## config.mk

```make
export PLATFORM = sky130hd
export DESIGN_NAME = lcd_refresh_ctrl
export DESIGN_NICKNAME = d
export VERILOG_FILES = /design/src/rtl/lcd_refresh_ctrl.sv
export SDC_FILE = /design/constraint.sdc
export NUM_CORES = 1
export LEC_CHECK = 0
export CAP_MARGIN = 30
export CORE_AREA = 2 2 90 92
export CTS_CLUSTER_SIZE = 30
export DETAILED_ROUTE_END_ITERATION = 8
export DIE_AREA = 0 0 92 94
export SLEW_MARGIN = 20
export SYNTH_ARGS = -nofsm -noshare
export SYNTH_HDL_FRONTEND = slang
export SYNTH_SLANG_ARGS = --single-unit
```

## constraint.sdc

```tcl
create_clock -name clk -period 7.15 [get_ports clk]
set_clock_uncertainty 0.05 [all_clocks]
set_input_delay 1.0725 -clock clk [delete_from_list [all_inputs] [get_ports clk]]
set_output_delay 1.0725 -clock clk [all_outputs]
set_load 0.005 [all_outputs]
```

## src/rtl/lcd_refresh_ctrl.sv

```systemverilog
`default_nettype none
// ============================================================================
// Module   : lcd_refresh_ctrl
// Purpose  : HD44780 16x2 LCD writer; initialises the panel, then streams the
//            32-byte character RAM to both display lines forever.
// Revision : 1.0 - initial release
// ============================================================================
module lcd_refresh_ctrl #(
    parameter int unsigned T_PWRUP = 750000,
    parameter int unsigned T_SETUP = 4,
    parameter int unsigned T_EN    = 16,
    parameter int unsigned T_CMD   = 2500,
    parameter int unsigned T_CLR   = 100000
) (
    input  logic       clk,
    input  logic       rst_n,
    output logic [4:0] raddr,
    input  logic [7:0] rdata,
    output logic [7:0] lcd_data,
    output logic       lcd_rs,
    output logic       lcd_rw,
    output logic       lcd_en,
    output logic       lcd_on,
    output logic       lcd_blon,
    output logic       init_done,
    output logic       frame_done
);

    localparam int unsigned c_max_a = (T_PWRUP > T_CLR) ? T_PWRUP : T_CLR;
    localparam int unsigned c_max_b = (T_CMD > T_EN) ? T_CMD : T_EN;
    localparam int unsigned c_max_c = (c_max_b > T_SETUP) ? c_max_b : T_SETUP;
    localparam int unsigned c_max   = (c_max_a > c_max_c) ? c_max_a : c_max_c;
    localparam int unsigned CNT_W   = $clog2(c_max + 1);

    localparam logic [CNT_W-1:0] c_pwrup_last = CNT_W'(T_PWRUP - 1);
    localparam logic [CNT_W-1:0] c_setup_last = CNT_W'(T_SETUP - 1);
    localparam logic [CNT_W-1:0] c_en_last    = CNT_W'(T_EN - 1);
    localparam logic [CNT_W-1:0] c_cmd_last   = CNT_W'(T_CMD - 1);
    localparam logic [CNT_W-1:0] c_clr_last   = CNT_W'(T_CLR - 1);
    localparam logic [2:0]       c_init_last  = 3'd4;

    typedef enum logic [1:0] {
        ST_PWRUP = 2'd0,
        ST_SETUP = 2'd1,
        ST_PULSE = 2'd2,
        ST_WAIT  = 2'd3
    } state_t;

    state_t           state_q, state_d;
    logic [CNT_W-1:0] cnt_q, cnt_d;
    logic [2:0]       idx_q, idx_d;
    logic [4:0]       raddr_q, raddr_d;
    logic [7:0]       data_q, data_d;
    logic             rs_q, rs_d;
    logic             en_q, en_d;
    logic             on_q, on_d;
    logic             init_done_q, init_done_d;
    logic             frame_done_q, frame_done_d;
    logic             line_cmd_q, line_cmd_d;
    logic             w_load;
    logic [CNT_W-1:0] w_wait_last;

    function automatic logic [7:0] init_cmd(input logic [2:0] idx);
        case (idx)
            3'd0, 3'd1: init_cmd = 8'h38;
            3'd2:       init_cmd = 8'h0C;
            3'd3:       init_cmd = 8'h01;
            default:    init_cmd = 8'h06;
        endcase
    endfunction

    always_comb begin
        state_d      = state_q;
        cnt_d        = cnt_q + 1'b1;
        idx_d        = idx_q;
        raddr_d      = raddr_q;
        data_d       = data_q;
        rs_d         = rs_q;
        on_d         = 1'b1;
        init_done_d  = init_done_q;
        frame_done_d = 1'b0;
        line_cmd_d   = line_cmd_q;
        w_load       = 1'b0;
        // Clear Display needs the long settle time; everything else is short.
        w_wait_last  = (!rs_q && data_q == 8'h01) ? c_clr_last : c_cmd_last;

        case (state_q)
            ST_PWRUP: if (cnt_q == c_pwrup_last) w_load = 1'b1;
            ST_SETUP: begin
                if (cnt_q == c_setup_last) begin
                    state_d = ST_PULSE;
                    cnt_d   = '0;
                end
            end
            ST_PULSE: begin
                if (cnt_q == c_en_last) begin
                    state_d = ST_WAIT;
                    cnt_d   = '0;
                end
            end
            default:  if (cnt_q == w_wait_last) w_load = 1'b1;
        endcase

        if (w_load) begin
            state_d = ST_SETUP;
            cnt_d   = '0;
            rs_d    = 1'b0;
            if (state_q == ST_PWRUP) begin
                idx_d  = 3'd0;
                data_d = init_cmd(3'd0);
            end else if (!init_done_q) begin
                if (idx_q == c_init_last) begin
                    init_done_d = 1'b1;
                    data_d      = {1'b1, raddr_q[4], 6'b0};
                end else begin
                    idx_d  = idx_q + 3'd1;
                    data_d = init_cmd(idx_q + 3'd1);
                end
            end else if (line_cmd_q) begin
                line_cmd_d = 1'b0;
                data_d     = {1'b1, raddr_q[4], 6'b0};
            end else begin
                rs_d   = 1'b1;
                data_d = rdata;
            end
        end

        // Advance the address one cycle early so rdata is valid at the next SETUP load.
        if (rs_q && state_d == ST_WAIT && cnt_d == w_wait_last) begin
            raddr_d      = raddr_q + 5'd1;
            frame_done_d = (raddr_q == 5'h1F);
            line_cmd_d   = (raddr_q[3:0] == 4'hF);
        end

        en_d = (state_d == ST_PULSE);
    end

    always_ff @(posedge clk or negedge rst_n) begin
        if (!rst_n) begin
            state_q      <= ST_PWRUP;
            cnt_q        <= '0;
            idx_q        <= '0;
            raddr_q      <= '0;
            data_q       <= '0;
            rs_q         <= 1'b0;
            en_q         <= 1'b0;
            on_q         <= 1'b0;
            init_done_q  <= 1'b0;
            frame_done_q <= 1'b0;
            line_cmd_q   <= 1'b0;
        end else begin
            state_q      <= state_d;
            cnt_q        <= cnt_d;
            idx_q        <= idx_d;
            raddr_q      <= raddr_d;
            data_q       <= data_d;
            rs_q         <= rs_d;
            en_q         <= en_d;
            on_q         <= on_d;
            init_done_q  <= init_done_d;
            frame_done_q <= frame_done_d;
            line_cmd_q   <= line_cmd_d;
        end
    end

    assign raddr      = raddr_q;
    assign lcd_data   = data_q;
    assign lcd_rs     = rs_q;
    assign lcd_rw     = 1'b0;
    assign lcd_en     = en_q;
    assign lcd_on     = on_q;
    assign lcd_blon   = on_q;
    assign init_done  = init_done_q;
    assign frame_done = frame_done_q;

endmodule
`default_nettype wire

```

==> results.yml, run 1 <==
worst_setup_path:
  slowest_delay_ns: 0.63
  crit_slowest_cell: "ha_1"
  path_max_fanout: 20
  start_kind: "flip-flop"
  arrival_ns: 3.72
  required_ns: 7.29
  critPathCaptureType: "flip-flop"
  path_class: "reg2reg"
  cp_top_family: "compound AO/OA/AOI/OAI gates"
  path_buf_inv: 2
  path_cells: "inv_1, ha_1, nor2_1, and4_1, nor4_1, o2111ai_2, buf_8, and2_4, a2111oi_4, mux2_4"
clock_network:
  cts_tree: "done"
  hold_buffers: 0
  cts.path.max_buffers: 2
  clkSlewWorstSetupHoldPaths_ns: 0.08
  root_buffer: "clkbuf_8"
  cts.sinks: 44
  cts_setup_buffers: 0
  cts_resized: 0
  cts_max_level: 2
  numCtsBuffers: 5
  clk_latency_ns: 0.30
synthesis:
  synth_top_area_share_pct: 37.0
  yosysSeqAreaShare_pct: 37.0
  syn-cell-area_um2: 2970
  syn-instance-count: 328
  synth.ff_latch_count: 44
  synthesis.nets: 350
  ys_warn_count: 0
  async_reset_ff_share_pct: 100
  synth.area.top_cells: "dfrtp_1 37%, ha_1 5.1%, nor2_1 4.3%"
  yosysUniqueCellTypes: 62
  yosysTopAreaCell: "dfrtp_1"
  syn_avg_cell_area_um2: 9.06
  synth-main-ff-cell: "dfrtp_1"
  synth_edf_count: 0
power_and_ir_drop:
  powerDensity_nw_per_um2: 133
  p_leak_nw: 1.42
  ir_drop_mv: 0.0750
die:
  core_um2: 7610
  start_util_pct: 39.1
  dieArea_um2: 8650
  io_pins: 30
  std_cell_rows: 32
  die_y_um: 94
  die_w_um: 92
route:
  drt_wl_total_um: 7210
  avgRoutedWirePerCell_um: 16.1
  first_pass_iters: 4
  num_vias: 2503
  via_per_inst: 5.60
  ant_nets: 0
  route.detailed.drc: 0
  drt_iter0_drc: 136
place:
  io_buffer_count: 28
  gp_congestion: 0.940
  dpl.hpwl_um: 5400
  dp_cells: 439
sta:
  clock.fmax_ghz: 0.279
  setup_viol: 0
  grt_setup_unrepaired: "false"
  worst_pin_slew_ns: 0.715
  fin_crit_sh_pct: 50.1
  slew_violations: 0
  final.setup.tns_ns: 0
  relSlewSlack_pct: 52.2
  hold_viol_final: 0
  period_minus_slack_ns: 3.58
grt:
  grt_max_degree: 24
  grt_pass1_wl_um: 12100
  antenna_found_initial: 0
  track_usage_pct: 17.5
  grt_pass1_vias: 2561
  overflow: 0
final_layout:
  nets: 366
  drive_above_1_share_pct: 8.70
  final_cells: 447
  nFillCells: 753
  area_growth_pct: 14.9
  num_antenna_cells: 0
worst_hold_path:
  min_path_type: "reg2reg"
outcome:
  status: "finished, final reports clean"
run:
  drv_cap: 0
[sequential cells by signal (all words and copies together), names as in the netlist]
| name | flops |
|---|---|
| raddr | 5 |
| lcd_data | 8 |
| frame_done | 1 |
| state_q | 2 |
| idx_q | 3 |
| lcd_en | 1 |
| lcd_rs | 1 |
| line_cmd_q | 1 |
| init_done | 1 |
| cnt_q | 20 |
| lcd_blon | 1 |
[layout by cell type (no fill, tap or decap), types with 5 or more instances in the layout]
master           count
a21oi_1             10
and3_1               9
clkbuf_8             5
clkdlybuf4s50_1     27
dfrtp_1             44
ha_1                12
inv_1               13
nand2_1             28
nand2b_1             7
nand3_1             14
nand4_1              9
nor2_1              34
nor3_1              10
nor4_1               6
o21ai_0             14
o31ai_1              5
xnor2_1             10
xor2_1               9
[power by group]
group / switching [mW] / internal [mW] / total [mW]
logic: 0.00619 / 0.00647 / 0.0127
registers: 0.000123 / 0.249 / 0.249
clock network: 0.0894 / 0.104 / 0.193
total: 0.0957 / 0.359 / 0.455
[per-stage QoR]
| stage | util (%) | hold WS (ns) | power (mW) | worst slack (ns) | area (µm²) |
|---|---|---|---|---|---|
| finish | 44.9 | 0.456 | 0.455 | 3.57 | 3420 |
| floorplan | - | 0.428 | 0.255 | 4.14 | 2970 |
| global placement | 42.9 | 0.435 | 0.265 | 3.43 | 3270 |
| CTS | 44.9 | 0.450 | 0.460 | 3.60 | 3420 |
| global route | 44.9 | 0.492 | 0.471 | 3.31 | 3420 |
| detailed placement | 43.5 | 0.439 | 0.267 | 3.61 | 3310 |
[metal layers]
layer	vias up	GRT usage [%]	routed length, µm
li1	1211	-	-
met1	1192	21.6	3250
met2	80	30.2	3430
met3	20	3.13	286
met4	0	7.46	244
met5	-	0	0
[cell type report]
type                       count  area [µm²]  area share, %
timing repair buffer          30         318           9.30
sequential                    44        1100           32.2
inverter                      13        48.8           1.43
multi-input combinational    250        1710           50.1
tap                          102         128           3.74
clock buffer                   6        72.6           2.12
clock inverter                 2        35.0           1.03
[cell families after synthesis]
logic type / synth area share, %
DFF: 37.0
xor gates and xnor gates: 5.60
other: 0.253
adders and majority gates: 5.05
and+or+nand+nor: 27.1
buffers and inverters: 5.35
AOI/OAI and AO/OA: 17.0
muxes: 2.57
[synthesized netlist by cell type (5+ instances only)]
master,instances
a21oi_1,10
and3_1,9
buf_4,7
clkbuf_1,10
dfrtp_1,44
ha_1,12
inv_1,13
nand2_1,28
nand2b_1,7
nand3_1,14
nand4_1,9
nor2_1,34
nor3_1,10
nor4_1,6
o21ai_0,14
o31ai_1,5
xnor2_1,10
xor2_1,9
[worst paths after layout]
kind,from,endpoint,slack [ns],depth (start not counted)
max,state_q[0],raddr[1],3.57,10
min,raddr[3],raddr[3],0.46,1
max reg2reg,state_q[0],raddr[1],3.57,10
min reg2reg,raddr[3],raddr[3],0.46,1
max in group asynchronous,rst_n,state_q[0],5.85,2
min in group asynchronous,rst_n,cnt_q[19],0.70,1
No activity file was read; power rests on OpenSTA's default activity.
==> inputs of run 2 (changes only) <==
- clock period: 7.15 -> 3.3 ns (I/O delays scaled with it)
==> results.yml, run 2 (synthesis results as in run 1) <==
route:
  avgRoutedWirePerCell_um: 15.6
  via_per_inst: 5.47
  ant_nets: 0
  num_vias: 2478
  first_pass_iters: 5
  route.detailed.drc: 0
  drt_iter0_drc: 224
  drt_wl_total_um: 7060
final_layout:
  mostFrequentLayoutCells: "44 x dfrtp_1, 34 x nor2_1, 28 x nand2_1"
  nets: 373
  largest_register_ff_count: 20
  multiInputGateArea_um2: 1720
  area_growth_pct: 15.7
  final_common_cell: "dfrtp_1"
  drive_above_1_share_pct: 10.8
  final-seq-area_um2: 1100
  regMostFlops: "cnt_q"
  nFillCells: 762
  num_antenna_cells: 0
sta:
  slew_violations: 0
  clock.fmax_ghz: 0.327
  hold_viol_final: 0
  setup_viol: 0
  worst_pin_slew_ns: 0.630
  relSlewSlack_pct: 57.9
  grt_setup_unrepaired: "false"
  fin_crit_sh_pct: 92.7
  period_minus_slack_ns: 3.06
  final.setup.tns_ns: 0
power_and_ir_drop:
  finalPower_mw: 0.903
  switching_share_pct: 22.8
  ir_drop_mv: 0.112
  seqPwrFrac_pct: 59.7
  power_switching_mw: 0.206
  combPwrFrac_pct: 3.0
  p_int_mw: 0.697
  pwr-share-clk_pct: 37.2
  powerDensity_nw_per_um2: 263
  p_leak_nw: 1.44
clock_network:
  cts_max_level: 2
  cts.sinks: 44
  clkSlewWorstSetupHoldPaths_ns: 0.09
  clk_latency_ns: 0.31
  cts_tree: "done"
  numCtsBuffers: 5
  root_buffer: "clkbuf_8"
  hold_buffers: 0
  cts.path.max_buffers: 2
grt:
  track_usage_pct: 17.6
  antenna_found_initial: 0
  overflow: 0
  grt_pass1_wl_um: 12100
  grt_pass1_vias: 2399
  grt_max_degree: 25
worst_setup_path:
  path_max_fanout: 8
  r2r-end: "line_cmd_q"
  start_kind: "flip-flop"
  cp_top_family: "compound AO/OA/AOI/OAI gates"
  rrSetupSlack_ns: 0.24
  path_cells: "ha_1, nand4_1, xnor2_1, or4_1, a211oi_2, o211ai_2, a2111oi_4, buf_4, mux2_4"
  r2r-start: "cnt_q[0]"
  path_buf_inv: 1
  path_class: "reg2reg"
  r2r_cells: 9
  slowest_delay_ns: 0.47
  crit_slowest_cell: "dfrtp_1"
  arrival_ns: 3.21
  required_ns: 3.45
  critPathCaptureType: "flip-flop"
place:
  gp_congestion: 0.870
  io_buffer_count: 28
  dpl.hpwl_um: 5320
die:
  start_util_pct: 39.1
  dieArea_um2: 8650
  die_y_um: 94
  std_cell_rows: 32
  die_w_um: 92
  io_pins: 30
  core_um2: 7610
worst_hold_path:
  min_path_type: "in2async"
run:
  drv_cap: 0
outcome:
  status: "finished, final reports clean"
run 2: cell count changes in the layout (fill, tap and decap cells not counted):
cell        before  now
clkinvlp_4       0    1
clkbuf_1         1    0
buf_4            0    8
bufinv_16        1    0
nor3_2           1    2
buf_8            1    0
nor3_1          10    9
run 2: what timing repair did:
action	in CTS	in global routing
buffers inserted	0	2
hold endpoints to repair	0	0
setup endpoints to repair	0	4
resized for setup	0	1
run 2: power by group through the flow:
stage          Combinational, mW  Clock [mW]  Sequential [mW]
6_report                  0.0275       0.336            0.539
5_1_grt                   0.0317       0.371            0.540
4_1_cts                   0.0290       0.347            0.540
3_5_place_dp              0.0289           0            0.550
3_3_place_gp              0.0243           0            0.550
2_1_floorplan            0.00227           0            0.551
run 2: cell type report:
type	instances	area share (%)
clock buffers	5	2.00
clock inverters	2	0.364
inverters	13	1.42
multi-input cells	250	49.9
flip-flops and latches	44	32.0
well taps	102	3.71
repair buffers	37	10.5
run 2: metal layers:
metal	vias up	track usage, %	share of wire (%)
met5	-	0	0
met2	64	28.9	48
met3	8	3.05	3.9
met1	1183	23.8	47
li1	1223	-	-
met4	0	5.22	1.3
run 2: worst max path at each step:
stage                     slack [ns]  cells past startpoint  startpoint          to
after global routing            0.03                      9    cnt_q[0]  line_cmd_q
final                           0.24                      9    cnt_q[0]  line_cmd_q
after CTS                       0.15                      7    cnt_q[3]  line_cmd_q
after floorplan                 0.29                      9    cnt_q[0]  line_cmd_q
after detailed placement        0.15                      7    cnt_q[3]  line_cmd_q
after global placement          0.21                      7    cnt_q[3]    raddr[4]
run 2: worst register-to-register path, cell delays in order, from the launching register on:
cell and delay, ns:
dfrtp_1 0.47, ha_1 0.22, nand4_1 0.31, xnor2_1 0.24
or4_1 0.42, a211oi_2 0.22, o211ai_2 0.17, a2111oi_4 0.37
buf_4 0.20, mux2_4 0.30
run 2: metrics by stage:
| stage | setup slack, ns | cells | area (µm²) | utilization, % | hold slack, ns |
|---|---|---|---|---|---|
| 3_5_place_dp | 0.148 | 444 | 3340 | 43.9 | 0.433 |
| 4_1_cts | 0.152 | 451 | 3420 | 45.0 | 0.160 |
| 3_3_place_gp | 0.207 | 443 | 3310 | 43.5 | 0.435 |
| 5_1_grt | 0.0295 | 453 | 3440 | 45.2 | 0.190 |
| 2_1_floorplan | 0.292 | 328 | 2970 | - | 0.149 |
| 6_report | 0.241 | 453 | 3440 | 45.2 | 0.141 |
==> inputs of run 3 (changes only) <==
- HOLD_SLACK_MARGIN: unset -> 0.05
==> results of run 3 <==
The final DEF is identical to that of run 2; final timing and power are the same.
